File: config.mk
export PLATFORM = sky130hd
export DESIGN_NAME = dw_event_driver
export DESIGN_NICKNAME = d
export VERILOG_FILES = /design/src/rtl/dw_event_driver.sv
export SDC_FILE = /design/constraint.sdc
export NUM_CORES = 1
export LEC_CHECK = 0
export BUFFER_PORTS_ARGS = -buffer_cell sky130_fd_sc_hd__buf_2
export CAP_MARGIN = 20
export CORE_ASPECT_RATIO = 0.9
export CORE_UTILIZATION = 61
export DETAILED_ROUTE_END_ITERATION = 6
export HOLD_SLACK_MARGIN = 0.12
export PLACE_DENSITY = 0.81
export SLEW_MARGIN = 10
export SYNTH_ARGS = -nofsm -noshare
export SYNTH_HDL_FRONTEND = slang
export SYNTH_SLANG_ARGS = --single-unit
File: constraint.sdc
create_clock -name clk -period 3.2 [get_ports clk]
set_input_delay 0.32 -clock clk [delete_from_list [all_inputs] [get_ports clk]]
set_output_delay 0.32 -clock clk [all_outputs]
set_load 0.02 [all_outputs]
File: src/rtl/dw_event_driver.sv
// Two-phase event source for a decision-wait element.
// Ports: clk/rstn, cmd_valid/ready/sel in, a1/a2/fire out, z1/z2 in, done_valid/done_sel, err/err_code.
module dw_event_driver #(
  parameter int SYNC_STAGES = 2,
  parameter int TIMEOUT     = 255
) (
  input  logic       clk,
  input  logic       rstn,
  input  logic       cmd_valid,
  output logic       cmd_ready,
  input  logic       cmd_sel,
  output logic       a1,
  output logic       a2,
  output logic       fire,
  input  logic       z1,
  input  logic       z2,
  output logic       done_valid,
  output logic       done_sel,
  output logic       err,
  output logic [1:0] err_code
);

  localparam int CW = (TIMEOUT > 0) ? $clog2(TIMEOUT + 1) : 1;
  localparam logic [CW-1:0] TO   = CW'(TIMEOUT);
  localparam logic [CW-1:0] CMAX = '1;

  typedef enum logic [1:0] {
    IDLE,
    SETUP,
    WAIT,
    ERR
  } state_t;

  state_t state, state_n;

  logic [SYNC_STAGES-1:0] s1, s2;
  logic          zs1, zs2;
  logic          zh1, zh2, zh1_n, zh2_n;
  logic          sel_q, sel_n;
  logic [CW-1:0] cnt, cnt_n, cnt_inc;
  logic          a1_n, a2_n, fire_n;
  logic          done_n, dsel_n;
  logic          err_n;
  logic [1:0]    code_n;
  logic          ch1, ch2, exp_ch, oth_ch;

  assign zs1 = s1[SYNC_STAGES-1];
  assign zs2 = s2[SYNC_STAGES-1];

  assign ch1    = zs1 ^ zh1;
  assign ch2    = zs2 ^ zh2;
  assign exp_ch = sel_q ? ch2 : ch1;
  assign oth_ch = sel_q ? ch1 : ch2;

  // Saturating count so a disabled timeout never wraps.
  assign cnt_inc = (cnt == CMAX) ? cnt : cnt + 1'b1;

  always_comb begin
    state_n = state;
    a1_n    = a1;
    a2_n    = a2;
    fire_n  = fire;
    sel_n   = sel_q;
    cnt_n   = cnt;
    zh1_n   = zh1;
    zh2_n   = zh2;
    done_n  = 1'b0;
    dsel_n  = done_sel;
    err_n   = err;
    code_n  = err_code;
    case (state)
      IDLE: begin
        if (ch1 | ch2) begin
          state_n = ERR;
          err_n   = 1'b1;
          code_n  = 2'b11;
        end else if (cmd_valid && cmd_ready) begin
          sel_n   = cmd_sel;
          a1_n    = a1 ^ ~cmd_sel;
          a2_n    = a2 ^ cmd_sel;
          cnt_n   = '0;
          state_n = SETUP;
        end
      end
      SETUP: begin
        fire_n  = ~fire;
        state_n = WAIT;
      end
      WAIT: begin
        if (oth_ch) begin
          // Wrong output, or both at once: report z2 when both moved.
          zh1_n   = zs1;
          zh2_n   = zs2;
          done_n  = 1'b1;
          dsel_n  = ch2;
          err_n   = 1'b1;
          code_n  = 2'b01;
          state_n = ERR;
        end else if (exp_ch) begin
          zh1_n   = zs1;
          zh2_n   = zs2;
          done_n  = 1'b1;
          dsel_n  = sel_q;
          state_n = IDLE;
        end else begin
          cnt_n = cnt_inc;
          if (TIMEOUT != 0 && cnt_inc == TO) begin
            err_n   = 1'b1;
            code_n  = 2'b10;
            state_n = ERR;
          end
        end
      end
      default: begin
        state_n = ERR;
      end
    endcase
  end

  always_ff @(posedge clk) begin
    if (!rstn) begin
      state      <= IDLE;
      s1         <= '0;
      s2         <= '0;
      zh1        <= 1'b0;
      zh2        <= 1'b0;
      sel_q      <= 1'b0;
      cnt        <= '0;
      a1         <= 1'b0;
      a2         <= 1'b0;
      fire       <= 1'b0;
      cmd_ready  <= 1'b0;
      done_valid <= 1'b0;
      done_sel   <= 1'b0;
      err        <= 1'b0;
      err_code   <= 2'b00;
    end else begin
      state      <= state_n;
      s1         <= {s1[SYNC_STAGES-2:0], z1};
      s2         <= {s2[SYNC_STAGES-2:0], z2};
      zh1        <= zh1_n;
      zh2        <= zh2_n;
      sel_q      <= sel_n;
      cnt        <= cnt_n;
      a1         <= a1_n;
      a2         <= a2_n;
      fire       <= fire_n;
      cmd_ready  <= (state_n == IDLE);
      done_valid <= done_n;
      done_sel   <= dsel_n;
      err        <= err_n;
      err_code   <= code_n;
    end
  end

endmodule
# == Word level (Yosys, flattened, before mapping) ==
# Index checks and enable logic that the tools add are counted.
# word_totals
ff_bits,26
elab_cells,77
# classes
n_addsub,1
eq_ne,11
n_mux,32
bitwise_logic,8
reduce_logical,10
# ops
operator,n
8-bit 2-to-1 mux,5
2-bit 2-to-1 mux,9
"8-bit equality test, second input constant",2
8-bit one-hot mux with 2 select lines,1
1-bit 2-to-1 mux,14
"2-bit != test, second input constant",5
"8-bit by 1-bit adder with 8-bit output, second input constant",1
"3-bit != test, second input constant",2
2-bit one-hot mux with 3 select lines,1
5-bit AND reduction,1
2-bit zero test,2
2-bit one-hot mux with 2 select lines,1
2-bit AND reduction,2
4-bit AND reduction,1
2-bit nonzero test,2
1-bit XOR,4
1-bit inverter,3
3-bit AND reduction,1
"2-bit by 1-bit equality test with 1-bit output, second input constant",1
"2-bit equality test, second input constant",1
1-bit one-hot mux with 2 select lines,1
1-bit logical AND,1
1-bit bitwise OR,1

# == Depth between registers and ports, before layout ==
# depth
depth_word,8
depth_mapped,6

# == Worst setup path before layout ==
# OpenSTA, ideal clock, no wires.
# synth_timing
path_kind,reg-to-reg
startpoint,register cnt[0]
endpoint,register err
setup_time_ns,0.122
arrival_time_ns,1.601
t_required_ns,3.078
path_slack_ns,1.478
path_stages_with_launch,7
cell_sequence,dfxtp_1 ha_1 and2_1 nand3_1 nand3_1 and3_1 a221o_1
# synth_between
elab_chain_cells,5
# synth_rtl
element,line_no,text
start: declaration,40,"logic [CW-1:0] cnt, cnt_n, cnt_inc;"
start signal: assignment,144,cnt <= cnt_n;
8-bit by 1-bit adder with 8-bit output / 8-bit equality test (equally long branches),56,assign cnt_inc = (cnt == CMAX) ? cnt : cnt + 1'b1;
8-bit 2-to-1 mux *,56,
8-bit equality test *,107,if (TIMEOUT != 0 && cnt_inc == TO) begin
3-bit != test (no line) *,n/a,
4-bit AND reduction (no line) *,n/a,
end signal: assignment,151,err <= err_n;
end: declaration,19,"output logic err,"
# Mark *: on every way between the ends. The rest lies on a longest branch, timed or not.
# A chain may end at the register's enable or synchronous reset.

# == Worst setup path after layout ==
# Same ends and word-level chain as after synthesis.

==> impl_table.tex <==
\begin{tabular}{lr}
\hline
Metric & Value \\
\hline
\multicolumn{2}{l}{\textbf{Run status}} \\
\quad Result of the run & completed \\
\multicolumn{2}{l}{\textbf{Worst hold path}} \\
\quad Number of cells on the worst hold path & 2 \\
\quad HP Class & primary input to register \\
\quad Hold Crit Endpoint & s2[0] \\
\quad Startpoint of the tightest hold check path & z2 \\
\multicolumn{2}{l}{\textbf{Synthesis}} \\
\quad Count of flip-flops with a built-in enable after synthesis & 0 \\
\quad Seq/Total Area, Yosys & 38.4\% \\
\quad Count of different cell masters after synthesis & 47 \\
\quad Library cell occupying the most area in the post-synthesis netlist & sky130\_fd\_sc\_hd\_\_dfxtp\_1 \\
\quad Ranking of synthesized cells by instance count & 26 x sky130\_fd\_sc\_hd\_\_dfxtp\_1, 17 x sky130\_fd\_sc\_hd\_\_nand2\_1, 9 x sky130\_fd\_sc\_hd\_\_and2\_1, 7 x sky130\_fd\_sc\_hd\_\_nor2\_1 \\
\quad Most common cell in the synthesized netlist & sky130\_fd\_sc\_hd\_\_dfxtp\_1 \\
\quad Syn\_area\_per\_cell & 8.86 um2 \\
\quad Cell types occupying the most area after synthesis & sky130\_fd\_sc\_hd\_\_dfxtp\_1 38\%, sky130\_fd\_sc\_hd\_\_nand2\_1 4.7\%, sky130\_fd\_sc\_hd\_\_and2\_1 4.2\% \\
\quad Top-area cell type share of the netlist area & 38.4\% \\
\quad Synth warnings & 0 \\
\quad Syn\_nets & 160 \\
\quad Async set or reset register ratio after synthesis & 0\% \\
\quad Most instantiated flip-flop cell in the synthesis netlist & sky130\_fd\_sc\_hd\_\_dfxtp\_1 \\
\quad Total of flip-flops plus latches after synthesis & 26 \\
\quad Cell Area, Synth & 0.00136 mm2 \\
\quad Post-Synthesis Cells & 153 \\
\multicolumn{2}{l}{\textbf{Floorplan}} \\
\quad Site Rows & 15 \\
\quad Boundary pin count & 15 \\
\quad Placeable core area & 0.00201 mm2 \\
\quad Die Y-Extent & 46.7 um \\
\quad Horizontal extent of the die & 51.7 um \\
\quad Total Die Area & 0.00241 mm2 \\
\quad Effective utilization at floorplan & 67.5\% \\
\multicolumn{2}{l}{\textbf{STA}} \\
\quad Crit path time final & 1.98 ns \\
\quad Final Worst Setup Slack & 1.22 ns \\
\quad Max Clk Rate & 505 MHz \\
\quad Max-slew violations & 0 \\
\quad Tightest Pin Transition & 0.628 ns \\
\quad Headroom to the max-slew limit & 57.9\% \\
\quad Summed negative setup slack over all endpoints & 0 ns \\
\quad Final number of setup-violating endpoints & 0 \\
\quad Count of final hold-check violations & 0 \\
\quad Post-Route Skew & 0.00586 ns \\
\quad Setup repair after global routing missed its margin & no \\
\quad Period utilisation layout & 61.9\% \\
\multicolumn{2}{l}{\textbf{Clocking}} \\
\quad Clock transition at path regs & 0.14 ns \\
\quad Number of buffers inserted by hold repair at cts & 0 \\
\quad Max Buffers Root-to-Sink & 2 \\
\quad Resized cells post-CTS & 0 \\
\quad Number of buffers inserted by post-CTS setup repair & 0 \\
\quad Number of buffers added by the clock tree synthesis step & 3 \\
\quad CTS Root Buffer Type & sky130\_fd\_sc\_hd\_\_clkbuf\_4 \\
\quad CTS tree & built \\
\quad Clock Latency Late Sink & 0.33 ns \\
\quad Number of levels in the clock H-tree & 1 \\
\quad Clock Sink Count & 26 \\
\multicolumn{2}{l}{\textbf{Critical path}} \\
\quad Crit path launch type & register \\
\quad Arrival time at the worst endpoint & 2.21 ns \\
\quad Data required time of the worst path & 3.44 ns \\
\quad Reg-to-Reg Start & cnt[0] \\
\quad Type of the worst setup path & register to register \\
\quad FF-to-FF path depth & 6 \\
\quad Highest net fanout along the worst path & 9 \\
\quad Register-to-register setup slack & 1.22 ns \\
\quad Terminus of the critical flop-to-flop path & err \\
\quad Crit end category & register \\
\multicolumn{2}{l}{\textbf{Job}} \\
\quad Maximum Capacitance Violations & 0 \\
\multicolumn{2}{l}{\textbf{GRT}} \\
\quad Number of antenna violations at the first check in global routing & 0 \\
\quad Overflow left after global routing & 0 \\
\quad Global-route wire length before repair & 4.73 mm \\
\quad Total global-route track usage & 27.4\% \\
\quad Number of global-route vias before repair & 1005 \\
\quad Largest net degree at the start of global routing & 25 \\
\multicolumn{2}{l}{\textbf{Placement}} \\
\quad Gp weighted congestion & 0.926 \\
\quad HPWL after DPL & 2.10 mm \\
\quad Port Buffer Count & 14 \\
\quad Setup Slack @ Placement & 1.29 ns \\
\multicolumn{2}{l}{\textbf{Cells and area}} \\
\quad Area taken by flip-flops and latches & 520 um2 \\
\quad Footprint of the multi-input gates & 805 um2 \\
\quad Filler cells & 153 \\
\quad Total number of nets in the final design & 175 \\
\quad Ant. Diodes & 0 \\
\quad Share of cells above drive strength 1 & 15.0\% \\
\quad Area Overhead vs Synth & 9.97\% \\
\multicolumn{2}{l}{\textbf{Routing}} \\
\quad Post-Route WL & 2.86 mm \\
\quad Iteration-0 DRC Markers & 54 \\
\quad First-pass DRT Iterations & 4 \\
\quad Count of nets left with antenna violations after detail routing & 0 \\
\quad Per-cell routed wire length & 14.9 um \\
\quad Post-detailed-route via-to-cell ratio & 6.22 \\
\quad Remaining DRCs & 0 \\
\quad Vias & 1195 \\
\multicolumn{2}{l}{\textbf{Power and ir drop}} \\
\quad Ratio of total power to cell area & 497 mW/mm2 \\
\quad Leakage power & 0.573 nW \\
\quad Worst supply voltage drop on vdd & 0.404 mV \\
\hline
\end{tabular}
## registers in the layout (all words and copies together), names as in the netlist
name	flops
fire	1
a1	1
state	2
err	1
zh2	1
a2	1
s2	2
zh1	1
done_valid	1
err_code	2
sel_q	1
s1	2
cnt	8
done_sel	1
cmd_ready	1
## critical path: stages, from the launching register on
cell                      delay, ns
sky130_fd_sc_hd__dfxtp_1       0.39
sky130_fd_sc_hd__ha_1          0.31
sky130_fd_sc_hd__and2_1        0.23
sky130_fd_sc_hd__nand3_1       0.22
sky130_fd_sc_hd__nand3_1       0.20
sky130_fd_sc_hd__and3_1        0.23
sky130_fd_sc_hd__a221o_1       0.30
## per-stage QoR
stage / total power, mW / std cells / hold slack, ns / util, % / area, um2
after global routing: 0.776 / 192 / 0.170 / 74.2 / 1490
after detailed placement: 0.518 / 188 / 0.420 / 71.6 / 1440
after CTS: 0.741 / 192 / 0.180 / 74.2 / 1490
after global placement: 0.512 / 188 / 0.420 / 71.6 / 1440
final: 0.740 / 192 / 0.178 / 74.2 / 1490
after floorplan: 0.477 / 153 / 0.412 / - / 1360
## area by class of cell
| cell class | instances | area share (%) |
|---|---|---|
| multi-input cells | 120 | 54.0 |
| repair buffers | 14 | 4.70 |
| clock inverters | 1 | 2.02 |
| inverters | 3 | 0.756 |
| flip-flops and latches | 26 | 34.9 |
| clock buffers | 3 | 1.51 |
| well taps | 25 | 2.10 |
## worst max path at each step
stage | slack, ns | cells past startpoint | to | startpoint
global route | 1.13 | 6 | err | cnt[0]
finish | 1.22 | 6 | err | cnt[0]
CTS | 1.27 | 6 | err | cnt[0]
global placement | 1.35 | 6 | err | cnt[0]
floorplan | 1.48 | 6 | err | cnt[0]
detailed placement | 1.29 | 6 | err | cnt[0]
## report_power, final
group / switching [mW] / internal, mW
clock network: 0.100 / 0.127
logic: 0.0854 / 0.0562
registers: 0.0232 / 0.348
## placed cells by master, fill, tap and decap left out, types with 3 or more instances in the layout
| master | instances |
|---|---|
| sky130_fd_sc_hd__dfxtp_1 | 26 |
| sky130_fd_sc_hd__nand2_1 | 17 |
| sky130_fd_sc_hd__buf_2 | 14 |
| sky130_fd_sc_hd__and2_1 | 9 |
| sky130_fd_sc_hd__nor2_1 | 7 |
| sky130_fd_sc_hd__nand3_1 | 6 |
| sky130_fd_sc_hd__a21oi_1 | 6 |
| sky130_fd_sc_hd__o21ai_0 | 6 |
| sky130_fd_sc_hd__a21boi_0 | 5 |
| sky130_fd_sc_hd__nand4_1 | 4 |
| sky130_fd_sc_hd__nor2b_1 | 4 |
| sky130_fd_sc_hd__and3_1 | 4 |
| sky130_fd_sc_hd__mux2i_1 | 4 |
| sky130_fd_sc_hd__a31oi_1 | 4 |
| sky130_fd_sc_hd__inv_1 | 3 |
| sky130_fd_sc_hd__nand2b_1 | 3 |
| sky130_fd_sc_hd__and4_1 | 3 |
| sky130_fd_sc_hd__nor3_1 | 3 |
| sky130_fd_sc_hd__clkbuf_4 | 3 |
## metal layers
layer  global-route usage [%]  vias to the layer above  share of wire [%]
met5                        0                        -                  0
met4                     9.73                        0                1.0
met3                     7.26                        4                6.8
met2                     39.0                       52                 42
met1                     39.8                      543                 50
li1                         -                      596                  -
## cells by family after synthesis
logic type / count (synthesis) / share of synthesized area (%)
mux: 4 / 2.95
fa+ha+maj: 1 / 0.923
compound gates: 34 / 17.3
flops: 26 / 38.4
simple gates: 75 / 31.9
buf+inv: 7 / 2.22
xor+xnor: 6 / 6.37
Note: power is estimated with default switching activity, not from simulation.
